$ cat src/rtl/dram_refresh_scheduler.sv
// rtl/dram_refresh_scheduler.sv - CAS-before-RAS refresh generator with queued refresh debt
module dram_refresh_scheduler #(
  parameter int REFRESH_INTERVAL = 108,
  parameter int MAX_PENDING      = 4,
  parameter int RAS_WIDTH        = 2,
  parameter int PRECHARGE        = 2
) (
  input  logic                               CLK,
  input  logic                               RESETn,
  input  logic                               ASn,
  input  logic                               ACCESS_ACTIVE,
  output logic                               REF_CAS,
  output logic                               REF_RAS,
  output logic                               REF_BUSY,
  output logic [$clog2(MAX_PENDING+1)-1:0]   PENDING,
  output logic                               OVERFLOW
);

  localparam int TW = (REFRESH_INTERVAL > 1) ? $clog2(REFRESH_INTERVAL) : 1;
  localparam int PW = $clog2(MAX_PENDING + 1);
  localparam int PH_MAX = (RAS_WIDTH > PRECHARGE) ? RAS_WIDTH : PRECHARGE;
  localparam int CW = (PH_MAX > 1) ? $clog2(PH_MAX) : 1;

  localparam logic [TW-1:0] TIMER_RELOAD = TW'(REFRESH_INTERVAL - 1);
  localparam logic [PW-1:0] PEND_MAX     = PW'(MAX_PENDING);
  localparam logic [CW-1:0] RAS_LAST     = CW'(RAS_WIDTH - 1);
  localparam logic [CW-1:0] PRE_LAST     = CW'(PRECHARGE - 1);

  localparam logic [1:0] S_IDLE      = 2'd0;
  localparam logic [1:0] S_CAS_SETUP = 2'd1;
  localparam logic [1:0] S_RAS_ON    = 2'd2;
  localparam logic [1:0] S_PRECHARGE = 2'd3;

  logic [1:0]    r_state;
  logic [1:0]    w_next_state;
  logic [TW-1:0] r_timer;
  logic [CW-1:0] r_phase;
  logic [CW-1:0] w_next_phase;
  logic [PW-1:0] r_pending;
  logic          r_overflow;
  logic          r_cas;
  logic          r_ras;
  logic          r_busy;
  logic          w_tick;
  logic          w_start_cond;
  logic          w_pre_done;
  logic          w_start;

  assign w_tick       = (r_timer == '0);
  assign w_start_cond = (r_pending != '0) && ASn && !ACCESS_ACTIVE;
  assign w_pre_done   = (r_state == S_PRECHARGE) && (r_phase == PRE_LAST);
  // A refresh may only begin from IDLE or from the last precharge cycle (burst).
  assign w_start      = w_start_cond && ((r_state == S_IDLE) || w_pre_done);

  always_ff @(posedge CLK or negedge RESETn) begin
    if (!RESETn) begin
      r_timer <= TIMER_RELOAD;
    end else if (w_tick) begin
      r_timer <= TIMER_RELOAD;
    end else begin
      r_timer <= r_timer - TW'(1);
    end
  end

  always_ff @(posedge CLK or negedge RESETn) begin
    if (!RESETn) begin
      r_pending  <= '0;
      r_overflow <= 1'b0;
    end else begin
      case ({w_tick, w_start})
        2'b10: begin
          if (r_pending == PEND_MAX) begin
            r_overflow <= 1'b1;
          end else begin
            r_pending <= r_pending + PW'(1);
          end
        end
        2'b01:   r_pending <= r_pending - PW'(1);
        default: r_pending <= r_pending;
      endcase
    end
  end

  always_comb begin
    w_next_state = r_state;
    w_next_phase = r_phase;
    case (r_state)
      S_IDLE: begin
        if (w_start) begin
          w_next_state = S_CAS_SETUP;
        end
      end
      S_CAS_SETUP: begin
        w_next_state = S_RAS_ON;
        w_next_phase = '0;
      end
      S_RAS_ON: begin
        if (r_phase == RAS_LAST) begin
          w_next_state = S_PRECHARGE;
          w_next_phase = '0;
        end else begin
          w_next_phase = r_phase + CW'(1);
        end
      end
      S_PRECHARGE: begin
        if (r_phase == PRE_LAST) begin
          w_next_state = w_start ? S_CAS_SETUP : S_IDLE;
          w_next_phase = '0;
        end else begin
          w_next_phase = r_phase + CW'(1);
        end
      end
      default: begin
        w_next_state = S_IDLE;
        w_next_phase = '0;
      end
    endcase
  end

  // Strobes are registered from the next state so they change on the transition edge.
  always_ff @(posedge CLK or negedge RESETn) begin
    if (!RESETn) begin
      r_state <= S_IDLE;
      r_phase <= '0;
      r_cas   <= 1'b0;
      r_ras   <= 1'b0;
      r_busy  <= 1'b0;
    end else begin
      r_state <= w_next_state;
      r_phase <= w_next_phase;
      r_cas   <= (w_next_state == S_CAS_SETUP) || (w_next_state == S_RAS_ON);
      r_ras   <= (w_next_state == S_RAS_ON);
      r_busy  <= (w_next_state != S_IDLE);
    end
  end

  assign REF_CAS  = r_cas;
  assign REF_RAS  = r_ras;
  assign REF_BUSY = r_busy;
  assign PENDING  = r_pending;
  assign OVERFLOW = r_overflow;

endmodule
$ cat config.mk
export PLATFORM = sky130hd
export DESIGN_NAME = dram_refresh_scheduler
export DESIGN_NICKNAME = d
export VERILOG_FILES = /design/src/rtl/dram_refresh_scheduler.sv
export SDC_FILE = /design/constraint.sdc
export NUM_CORES = 1
export LEC_CHECK = 0
export ABC_AREA = 1
export BUFFER_PORTS_ARGS = -buffer_cell sky130_fd_sc_hd__clkbuf_2
export CAP_MARGIN = 5
export CORE_ASPECT_RATIO = 1.75
export CORE_MARGIN = 1
export CORE_UTILIZATION = 36
export DETAILED_ROUTE_END_ITERATION = 10
export PLACE_DENSITY = 0.61
export SYNTH_ARGS = -nofsm -noshare
export SYNTH_HDL_FRONTEND = slang
export SYNTH_SLANG_ARGS = --single-unit
export TNS_END_PERCENT = 20
$ cat constraint.sdc
create_clock -name CLK -period 2.4 [get_ports CLK]
set_clock_uncertainty 0.1 [all_clocks]
set_input_delay 0.24 -clock CLK [delete_from_list [all_inputs] [get_ports CLK]]
set_output_delay 0.24 -clock CLK [all_outputs]
set_load 0.05 [all_outputs]
==> impl_metrics.py, run 1 <==
metrics = {
    "min_path": {
        "worstHoldPathType": "primary input to flip-flop",
    },
    "die": {
        "io_pins": 11,
        "core.rowCount": 22,
        "area_of_the_core_um2": 2150,
        "design.die.area_um2": 2550,
        "floorplan.initialDensity_pct": 39.4,
        "fp.dieW_um": 38.6,
        "chipHeight_um": 66.1,
    },
    "logic_synthesis": {
        "synth_cells": 94,
        "synthesis_stage_register_bit_count": 17,
        "synth_largest_area_cell": "dfrtp_1",
        "ys.warnings.count": 0,
        "yosysSeqAreaShare_pct": 51.0,
        "fraction_of_synthesized_cell_area_taken_by_the_top_area_cell_type_pct": 35.5,
        "syn-mean-instance-area_um2": 9.00,
        "syn-cell-area_um2": 846,
        "synth_top_cells_by_area": "dfrtp_1 36%, dfstp_2 16%, nand2_1 9.3%",
        "yosys.cell_types.count": 20,
        "synth.net_count": 102,
    },
    "timing": {
        "finalCritPeriodShare_pct": 84.3,
        "grt_setup_unrepaired": "false",
        "layout_min_cycle_time_ns": 2.02,
        "finalSetupViolations": 0,
        "fin_tns_setup_ns": 0,
        "setup_ws_ns": 0.377,
        "worst_slew_margin_rel_pct": 72.6,
        "tightestPinTransition_ns": 0.411,
        "hold_viol": 0,
        "timing_max_transition_violations_final": 0,
        "fmax_mhz": 494,
    },
    "finish": {
        "drive_above_1_share_pct": 31.2,
        "antenna_cells_inserted": 0,
        "mostFrequentLayoutCell": "nand2_1",
        "layout_common_cells": "21 x nand2_1, 17 x inv_1, 12 x dfrtp_1",
        "synthToLayoutAreaGrowth_pct": 13.8,
        "fin_nets": 118,
    },
    "detailed_routing": {
        "route.vias.total": 607,
        "drt-vias-per-instance": 4.56,
        "detail_route.drc_violations": 0,
        "detailed_router_iteration_count_before_antenna_repair": 4,
        "post_route_antenna_net_violation_count": 0,
        "wire_per_inst_um": 9.83,
        "detail_route.iter0.violations": 8,
        "wirelength_um": 1310,
    },
    "worst_setup_path": {
        "critPathCaptureType": "flip-flop",
        "worstPathMaxFanout": 6,
        "critical_path.slowest_cell": "dfstp_2",
        "required_ns": 2.48,
        "setup.worst_path.start_class": "flip-flop",
        "crit_path_cell_trace": "inv_1 -> ha_1 -> nand2_2 -> nor2_8 -> inv_2 -> nand2_4 -> fa_1 -> inv_1 -> nand2_1 -> nand3_1 -> nand2_1",
        "regToRegSetupSlack_ns": 0.38,
        "slowest_delay_ns": 0.54,
        "critical_path_class": "flip-flop to flip-flop",
        "critical_path_data_arrival_time_ns": 2.10,
    },
    "power": {
        "total_leakage_power_uw": 0.000531,
        "powerDensity_nw_per_um2": 1100,
        "max-vdd-ir-drop_v": 0.000580,
    },
    "global_route": {
        "grt-ovfl-total": 0,
        "antenna_found_initial": 0,
        "number_of_global_route_vias_before_repair": 638,
        "largest_net_degree_at_the_start_of_global_routing": 18,
        "groute.usage.overall_pct": 13.5,
        "grt_pass1_wl_um": 2370,
    },
    "run": {
        "drv.max_cap_violation_count": 0,
    },
    "placement": {
        "place_ws_ns": 0.373,
        "detailed_placement_hpwl_um": 1070,
        "gp_routability_congestion": 0.694,
        "buffer_ports.inserted": 10,
    },
    "cts": {
        "clock-sinks": 17,
        "worst_skew_pair.late_latency_ns": 0.28,
        "path_clk_slew_ns": 0.09,
        "clk_path_buf_depth": 2,
        "numCtsBuffers": 3,
        "cts_root_buffer": "clkbuf_4",
        "post_cts_buffers": 0,
        "ctsResizeCount": 0,
        "cts.htree.levels": 1,
        "post_cts_hold_buffer_count": 1,
        "tritoncts": "yes",
    },
    "status": {
        "outcome": "finished clean",
    },
}
## per-stage QoR
stage | std cells | cell area [um^2] | util (%) | total power (uW) | hold slack, ns
2_1_floorplan | 94 | 846 | - | 814 | -0.156
3_3_place_gp | 128 | 926 | 43.1 | 915 | 0.0993
3_5_place_dp | 128 | 926 | 43.1 | 924 | 0.0937
4_1_cts | 133 | 962 | 44.8 | 1070 | 0.291
5_1_grt | 133 | 962 | 44.8 | 1160 | 0.335
6_report | 133 | 962 | 44.8 | 1050 | 0.295
## worst max-delay path, delay by kind of cell, from the launching register on
| kind | cells | cell delay (ns) |
|---|---|---|
| flops | 1 | 0.54 |
| fa+ha+maj | 2 | 0.62 |
| simple gates | 6 | 0.46 |
| buf+inv | 3 | 0.21 |
## metal layers
metal	GRT usage [%]	vias up	part of all wire, %	wire [um]
met5	0	-	0	0
met2	24.0	8	54	711
met1	13.3	280	40	520
met3	1.01	4	2.3	30
li1	-	315	-	-
met4	10.3	0	3.4	44
## state kept, by name, indices dropped and copies added, names as in the netlist
signal    cells
REF_RAS       1
PENDING       3
REF_BUSY      1
r_phase       1
r_timer       7
r_state       2
REF_CAS       1
OVERFLOW      1
## power breakdown
group	total (uW)	leakage, uW	switching, uW	internal (uW)
registers	412	0.000193	49.0	363
logic	498	0.000323	365	133
clock network	144	0.0000150	79.9	64.5
## final cells by class
class	instances	area (um^2)
Clock buffer	4	26.3
Fill cell	211	1180
Inverter	19	71.3
Timing Repair Buffer	11	60.1
Multi-Input combinational cell	58	343
Tap cell	24	30.0
Sequential cell	17	432
## synthesized netlist by cell type
cell type,instances
fa_1,1
o21ai_2,1
nand3_1,8
inv_1,17
ha_1,3
nand2_4,1
o21bai_1,1
inv_2,2
dfstp_2,5
nand2_1,21
nor2_8,1
a21oi_1,3
nor2_1,3
nand3_2,1
dfrtp_1,12
nor2_2,2
or2_2,3
o21ai_0,3
nand2_2,5
nor3_1,1
## path summary, 6_finish.rpt
kind                               start         end  cells after the start
max                           r_timer[0]  PENDING[2]                     11
min                        ACCESS_ACTIVE    OVERFLOW                      5
max reg2reg                   r_timer[0]  PENDING[2]                     11
min reg2reg                   r_timer[0]  r_timer[0]                      1
max in group asynchronous         RESETn  r_timer[3]                      2
min in group asynchronous         RESETn    REF_BUSY                      2
## cells by family (layout without fill, tap and decap cells)
logic type      count (synthesis)  in the layout  share of synthesized area, %
simple gates                   46             46                          28.3
compound gates                  8              8                          5.47
buf+inv                        19             34                          8.43
flops                          17             17                          51.0
fa+ha+maj                       4              4                          6.81
No activity file was read; power rests on OpenSTA's default activity.
==> run 2, diff against run 1 <==
- PLACE_DENSITY: 0.61 -> 0.63
- clock period: 2.4 -> 1.6 ns (I/O delays scaled with it)
==> run 2 against run 1 <==
- the run now ends with setup timing left
- combinational power is 100% higher
- clock-buffer cell count decreased by 1
- critical path depth down 1
- cell area rose by 17%
- final cell count up 12%
- setup slack got worse by 0.60 ns
- maximum frequency increased by 11%
- global-route usage is 1.8 points higher
- clock power up 58%
- routed wire length increased by 20%
- first-iteration DRC count up 13%
- die area unchanged
- critical path type unchanged
- critical endpoint is now PENDING[1]
- highest routed layer unchanged
==> impl_metrics.py, run 2 (synthesis gave the netlist of run 1 again) <==
metrics = {
    "timing": {
        "finalSetupViolations": 2,
        "timing_max_transition_violations_final": 0,
        "hold_viol": 0,
        "fmax_mhz": 549,
        "tightestPinTransition_ns": 0.439,
        "worst_slew_margin_rel_pct": 70.8,
        "holdWs_ns": 0.205,
        "finalCritPeriodShare_pct": 114,
        "grt_setup_unrepaired": "true",
        "setup_ws_ns": -0.221,
        "layout_min_cycle_time_ns": 1.82,
    },
    "cts": {
        "cts.htree.levels": 1,
        "numCtsBuffers": 3,
        "post_cts_buffers": 0,
        "tritoncts": "yes",
        "path_clk_slew_ns": 0.10,
        "cts_root_buffer": "clkbuf_4",
        "clock-sinks": 17,
        "clk_path_buf_depth": 2,
        "worst_skew_pair.late_latency_ns": 0.29,
    },
    "power": {
        "clockPowerShare_pct": 12.3,
        "power_report.internal_total_uw": 1000,
        "total_leakage_power_uw": 0.000610,
        "p_switching_uw": 847,
        "switching_share_pct": 45.9,
        "pwr-share-comb_pct": 53.8,
        "sequentialPowerShare_pct": 33.8,
        "max-vdd-ir-drop_v": 0.000837,
        "power.total_uw": 1850,
        "powerDensity_nw_per_um2": 1650,
    },
    "die": {
        "io_pins": 11,
        "chipHeight_um": 66.1,
        "core.rowCount": 22,
        "area_of_the_core_um2": 2150,
        "fp.dieW_um": 38.6,
        "design.die.area_um2": 2550,
        "floorplan.initialDensity_pct": 39.4,
    },
    "min_path": {
        "worstHoldPathType": "primary input to flip-flop",
    },
    "finish": {
        "mostFrequentLayoutCell": "nand2_1",
        "layout_common_cells": "19 x nand2_1, 16 x buf_4, 11 x inv_1",
        "final_area_um2": 1120,
        "final_core_util_pct": 52.3,
        "fin_nets": 134,
        "drive_above_1_share_pct": 52.0,
        "antenna_cells_inserted": 0,
        "synthToLayoutAreaGrowth_pct": 32.7,
        "registers.top_by_ff_count": "r_timer",
        "number_of_flip_flops_under_the_largest_register_name": 7,
    },
    "worst_setup_path": {
        "worst_r2r_endpoint": "PENDING[1]",
        "critical_path_class": "flip-flop to flip-flop",
        "worst_r2r_path_depth": 10,
        "critical_path.endpoint": "PENDING[1]",
        "worst_r2r_startpoint": "r_timer[0]",
        "required_ns": 1.69,
        "critPathCaptureType": "flip-flop",
        "setup.worst_path.start_class": "flip-flop",
        "worstPathMaxFanout": 2,
        "regToRegSetupSlack_ns": -0.22,
        "cp-startpoint": "r_timer[0]",
        "critical_path_data_arrival_time_ns": 1.91,
    },
    "global_route": {
        "groute.usage.overall_pct": 15.3,
        "largest_net_degree_at_the_start_of_global_routing": 18,
        "number_of_global_route_vias_before_repair": 702,
        "grt-ovfl-total": 0,
        "grt_pass1_wl_um": 2670,
        "antenna_found_initial": 0,
    },
    "detailed_routing": {
        "wire_per_inst_um": 10.5,
        "detail_route.drc_violations": 0,
        "drt-vias-per-instance": 4.68,
        "wirelength_um": 1570,
        "route.vias.total": 698,
        "post_route_antenna_net_violation_count": 0,
        "detail_route.iter0.violations": 9,
        "detailed_router_iteration_count_before_antenna_repair": 4,
    },
    "placement": {
        "buffer_ports.inserted": 10,
        "detailed_placement_hpwl_um": 1270,
        "gp_routability_congestion": 0.668,
        "placedInstanceArea_um2": 1070,
    },
    "run": {
        "drv.max_cap_violation_count": 0,
    },
    "status": {
        "outcome": "complete, but fails checks",
        "violations": "setup timing",
    },
}
[run 2: layout make-up]
cell class | count | area, um^2
fillers | 204 | 1020
flip-flops and latches | 17 | 435
multi-input cells | 58 | 375
repair buffers | 27 | 180
inverters | 19 | 73.8
well taps | 24 | 30.0
clock buffers | 3 | 22.5
clock inverters | 1 | 5.00
[run 2: worst max-delay path, cell delays in order, from the launching register on]
cell,delay [ns]
dfstp_2,0.55
inv_2,0.05
ha_4,0.16
nand2_4,0.08
nor2_8,0.04
inv_4,0.05
nand2_4,0.04
fa_2,0.53
inv_2,0.04
nand2_2,0.05
o21ai_2,0.04
[run 2: per-layer routing]
| metal | vias to the layer above | GRT usage, % | share of wire [%] |
|---|---|---|---|
| met2 | 8 | 28.1 | 59 |
| met5 | - | 0 | 0 |
| met4 | 0 | 9.05 | 1.6 |
| li1 | 348 | - | - |
| met3 | 2 | 2.02 | 2.0 |
| met1 | 340 | 14.8 | 37 |
[run 2: power groups by stage]
stage | registers (uW) | logic (uW) | clock network (uW)
floorplan | 881 | 361 | 0
global placement | 615 | 918 | 0
detailed placement | 620 | 958 | 0
CTS | 613 | 972 | 237
global route | 632 | 1100 | 251
finish | 624 | 994 | 228
[run 2: worst min path at each step]
stage,startpoint,endpoint,slack [ns],cells past startpoint
5_1_grt,ACCESS_ACTIVE,OVERFLOW,0.26,5
3_3_place_gp,RESETn,REF_BUSY,0.02,1
2_1_floorplan,RESETn,OVERFLOW,-0.24,0
3_5_place_dp,RESETn,REF_BUSY,0.02,1
4_1_cts,ACCESS_ACTIVE,OVERFLOW,0.19,5
6_report,ACCESS_ACTIVE,OVERFLOW,0.21,5
[run 2: repair_timing]
item | 4_1_cts | 5_1_grt
hold buffers | 1 | 0
setup endpoints to repair | 2 | 3
pin swaps | 0 | 0
endpoints found under the hold margin | 12 | 0
gates resized for setup | 2 | 5
[run 2: metrics by stage]
stage / worst slack (ns) / setup TNS (ns) / cells
floorplan: -0.186 / -0.367 / 94
global placement: -0.161 / -0.320 / 144
detailed placement: -0.237 / -0.434 / 144
CTS: -0.241 / -0.424 / 149
global route: -0.304 / -0.581 / 149
finish: -0.221 / -0.383 / 149
==> run 3, diff against run 2 <==
- ABC_AREA: 1 -> default
- CORE_MARGIN: 1 -> default
- PLACE_DENSITY: 0.63 -> 0.61
- clock period: 1.6 -> 1.8 ns (I/O delays scaled with it)
==> run 3 against run 2 <==
- the flow still finishes with violations (setup timing)
- clock power down 7%
- register-to-register slack worse by 0.31 ns
- synthesized area down 2.1%
- setup slack worse by 0.31 ns
- worst hold slack worse by 0.034 ns
- via count down 4.9%
- final cell count down 13%
- combinational power down 16%
- sequential power down 13%
- critical path type unchanged
- flip-flop and latch count unchanged
==> impl_metrics.py, run 3 <==
metrics = {
    "worst_setup_path": {
        "regToRegSetupSlack_ns": -0.53,
        "critPathCaptureType": "flip-flop",
        "worstPathMaxFanout": 3,
        "required_ns": 1.91,
        "critical_path_class": "flip-flop to flip-flop",
        "setup.worst_path.start_class": "flip-flop",
        "critical_path_data_arrival_time_ns": 2.44,
    },
    "power": {
        "pwr-share-comb_pct": 52.4,
        "powerDensity_nw_per_um2": 1420,
        "p_switching_uw": 699,
        "clockPowerShare_pct": 13.5,
        "max-vdd-ir-drop_v": 0.000602,
        "total_leakage_power_uw": 0.000505,
        "sequentialPowerShare_pct": 34.1,
        "switching_share_pct": 44.1,
        "power_report.internal_total_uw": 884,
    },
    "global_route": {
        "groute.usage.overall_pct": 15.8,
        "grt-ovfl-total": 0,
        "antenna_found_initial": 0,
        "largest_net_degree_at_the_start_of_global_routing": 18,
        "grt_pass1_wl_um": 2770,
        "number_of_global_route_vias_before_repair": 705,
    },
    "die": {
        "io_pins": 11,
        "core.rowCount": 22,
        "design.die.area_um2": 2500,
        "area_of_the_core_um2": 2150,
        "chipHeight_um": 65.5,
        "floorplan.initialDensity_pct": 38.6,
        "fp.dieW_um": 38.3,
    },
    "logic_synthesis": {
        "synth_top_flop_cell": "dfrtp_1",
        "syn-cell-area_um2": 828,
        "synth_cells": 73,
        "synth_edf_count": 0,
        "synthesis_stage_register_bit_count": 17,
        "yosys.cell_count.top_type": "dfrtp_1",
        "postSynth.asyncResetShare_pct": 100,
        "synth_top_cells_by_area": "dfrtp_1 36%, dfstp_2 16%, xnor2_1 5.3%",
        "synth_largest_area_cell": "dfrtp_1",
        "syn-mean-instance-area_um2": 11.3,
        "yosys.cell_types.count": 31,
        "ys.warnings.count": 0,
        "synth.top_cells.by_count": "12 x dfrtp_1, 9 x inv_1, 8 x nand2_1",
        "yosysSeqAreaShare_pct": 52.1,
        "synth.net_count": 81,
        "fraction_of_synthesized_cell_area_taken_by_the_top_area_cell_type_pct": 36.3,
    },
    "cts": {
        "cts.htree.levels": 1,
        "tritoncts": "yes",
        "worst_skew_pair.late_latency_ns": 0.30,
        "clock-sinks": 17,
        "clk_path_buf_depth": 2,
        "path_clk_slew_ns": 0.10,
        "cts_root_buffer": "clkbuf_4",
        "numCtsBuffers": 3,
    },
    "timing": {
        "hold_viol": 0,
        "layout_min_cycle_time_ns": 2.33,
        "grt_setup_unrepaired": "true",
        "setup_ws_ns": -0.529,
        "worst_slew_margin_rel_pct": 68.0,
        "finalSetupViolations": 3,
        "timing_max_transition_violations_final": 0,
        "fin_tns_setup_ns": -0.995,
        "finalCritPeriodShare_pct": 129,
        "fmax_mhz": 429,
        "tightestPinTransition_ns": 0.479,
    },
    "placement": {
        "placedCellCount": 124,
        "place_ws_ns": -0.564,
        "buffer_ports.inserted": 10,
        "gp_routability_congestion": 0.687,
        "detailed_placement_hpwl_um": 1280,
    },
    "min_path": {
        "worstHoldPathType": "primary input to flip-flop",
    },
    "run": {
        "drv.max_cap_violation_count": 0,
    },
    "detailed_routing": {
        "wirelength_um": 1630,
        "detail_route.iter0.violations": 5,
        "route.vias.total": 664,
        "post_route_antenna_net_violation_count": 0,
        "detailed_router_iteration_count_before_antenna_repair": 4,
        "wire_per_inst_um": 12.5,
        "drt-vias-per-instance": 5.11,
        "detail_route.drc_violations": 0,
    },
    "status": {
        "outcome": "complete, but fails checks",
        "violations": "setup timing",
    },
    "finish": {
        "drive_above_1_share_pct": 50.0,
        "antenna_cells_inserted": 0,
        "registers.top_by_ff_count": "r_timer",
        "layout_common_cells": "18 x buf_4, 10 x clkbuf_2, 9 x dfrtp_1, 9 x inv_1, 6 x nand2_1",
        "layout.cells.non_filler": 130,
        "number_of_flip_flops_under_the_largest_register_name": 7,
        "fin_nets": 115,
        "synthToLayoutAreaGrowth_pct": 34.9,
        "mostFrequentLayoutCell": "buf_4",
        "fillCellCount": 205,
    },
}
-- run 3: cell types whose count changed after synthesis, sizes merged, moves of 3 or more --
cell	previous run	this run
nand2	27	8
inv	19	9
xnor2	0	5
nand3	9	1
nor2	6	1
nor3	1	4
-- run 3: cells by family after synthesis --
logic type,share of synthesized area [%]
simple gates,15.9
flops,52.1
compound gates,13.4
buf+inv,4.08
xor+xnor,6.34
fa+ha+maj,6.95
mux,1.21
-- run 3: through the flow --
step	util, %	total power [uW]	hold slack [ns]	instance area [um^2]
6_report	52.0	1580	0.171	1120
2_1_floorplan	-	1070	-0.216	835
4_1_cts	51.4	1590	0.164	1100
3_5_place_dp	48.5	1360	0.0328	1040
3_3_place_gp	48.5	1310	0.0313	1040
5_1_grt	52.0	1690	0.207	1120
-- run 3: cell type report --
cell class	count	area, um^2	share of cell area (%)
clock buffers	3	22.5	2.02
clock inverters	1	7.51	0.672
inverters	9	33.8	3.02
multi-input cells	47	393	35.2
flip-flops and latches	17	435	39.0
well taps	24	30.0	2.69
repair buffers	29	195	17.5
-- run 3: what timing repair did --
action	CTS	global route
hold buffers	1	0
endpoints found under the setup margin	3	4
setup buffers	1	0
pin swaps	0	1
hold endpoints to repair	12	0
resized for setup	3	4
-- run 3: worst paths after layout --
| path | startpoint | to | depth (start not counted) |
|---|---|---|---|
| max | r_state[1] | PENDING[1] | 6 |
| min | ACCESS_ACTIVE | PENDING[1] | 4 |
| max reg2reg | r_state[1] | PENDING[1] | 6 |
| min reg2reg | OVERFLOW | OVERFLOW | 1 |
| max in group asynchronous | RESETn | r_timer[3] | 2 |
| min in group asynchronous | RESETn | REF_RAS | 2 |
-- run 3: power by group through the flow --
stage / Combinational [uW] / Clock (uW) / Sequential, uW
2_1_floorplan: 287 / 0 / 788
3_3_place_gp: 769 / 0 / 543
3_5_place_dp: 802 / 0 / 554
4_1_cts: 833 / 219 / 542
5_1_grt: 908 / 229 / 552
6_report: 830 / 213 / 540
-- run 3: layer usage --
metal | vias to the layer above | global-route usage [%] | wire [um]
li1 | 318 | - | -
met1 | 332 | 15.1 | 601
met2 | 10 | 29.2 | 955
met3 | 4 | 2.03 | 33
met4 | 0 | 9.82 | 40
met5 | - | 0 | 0
-- run 3: worst max-delay path, cell delays in order (launching register included) --
cell and delay, ns:
dfrtp_1 0.41, or2_4 0.27, a2111oi_4 0.33, nand2_2 0.10
fa_2 0.43, or4_1 0.52, o221ai_1 0.08
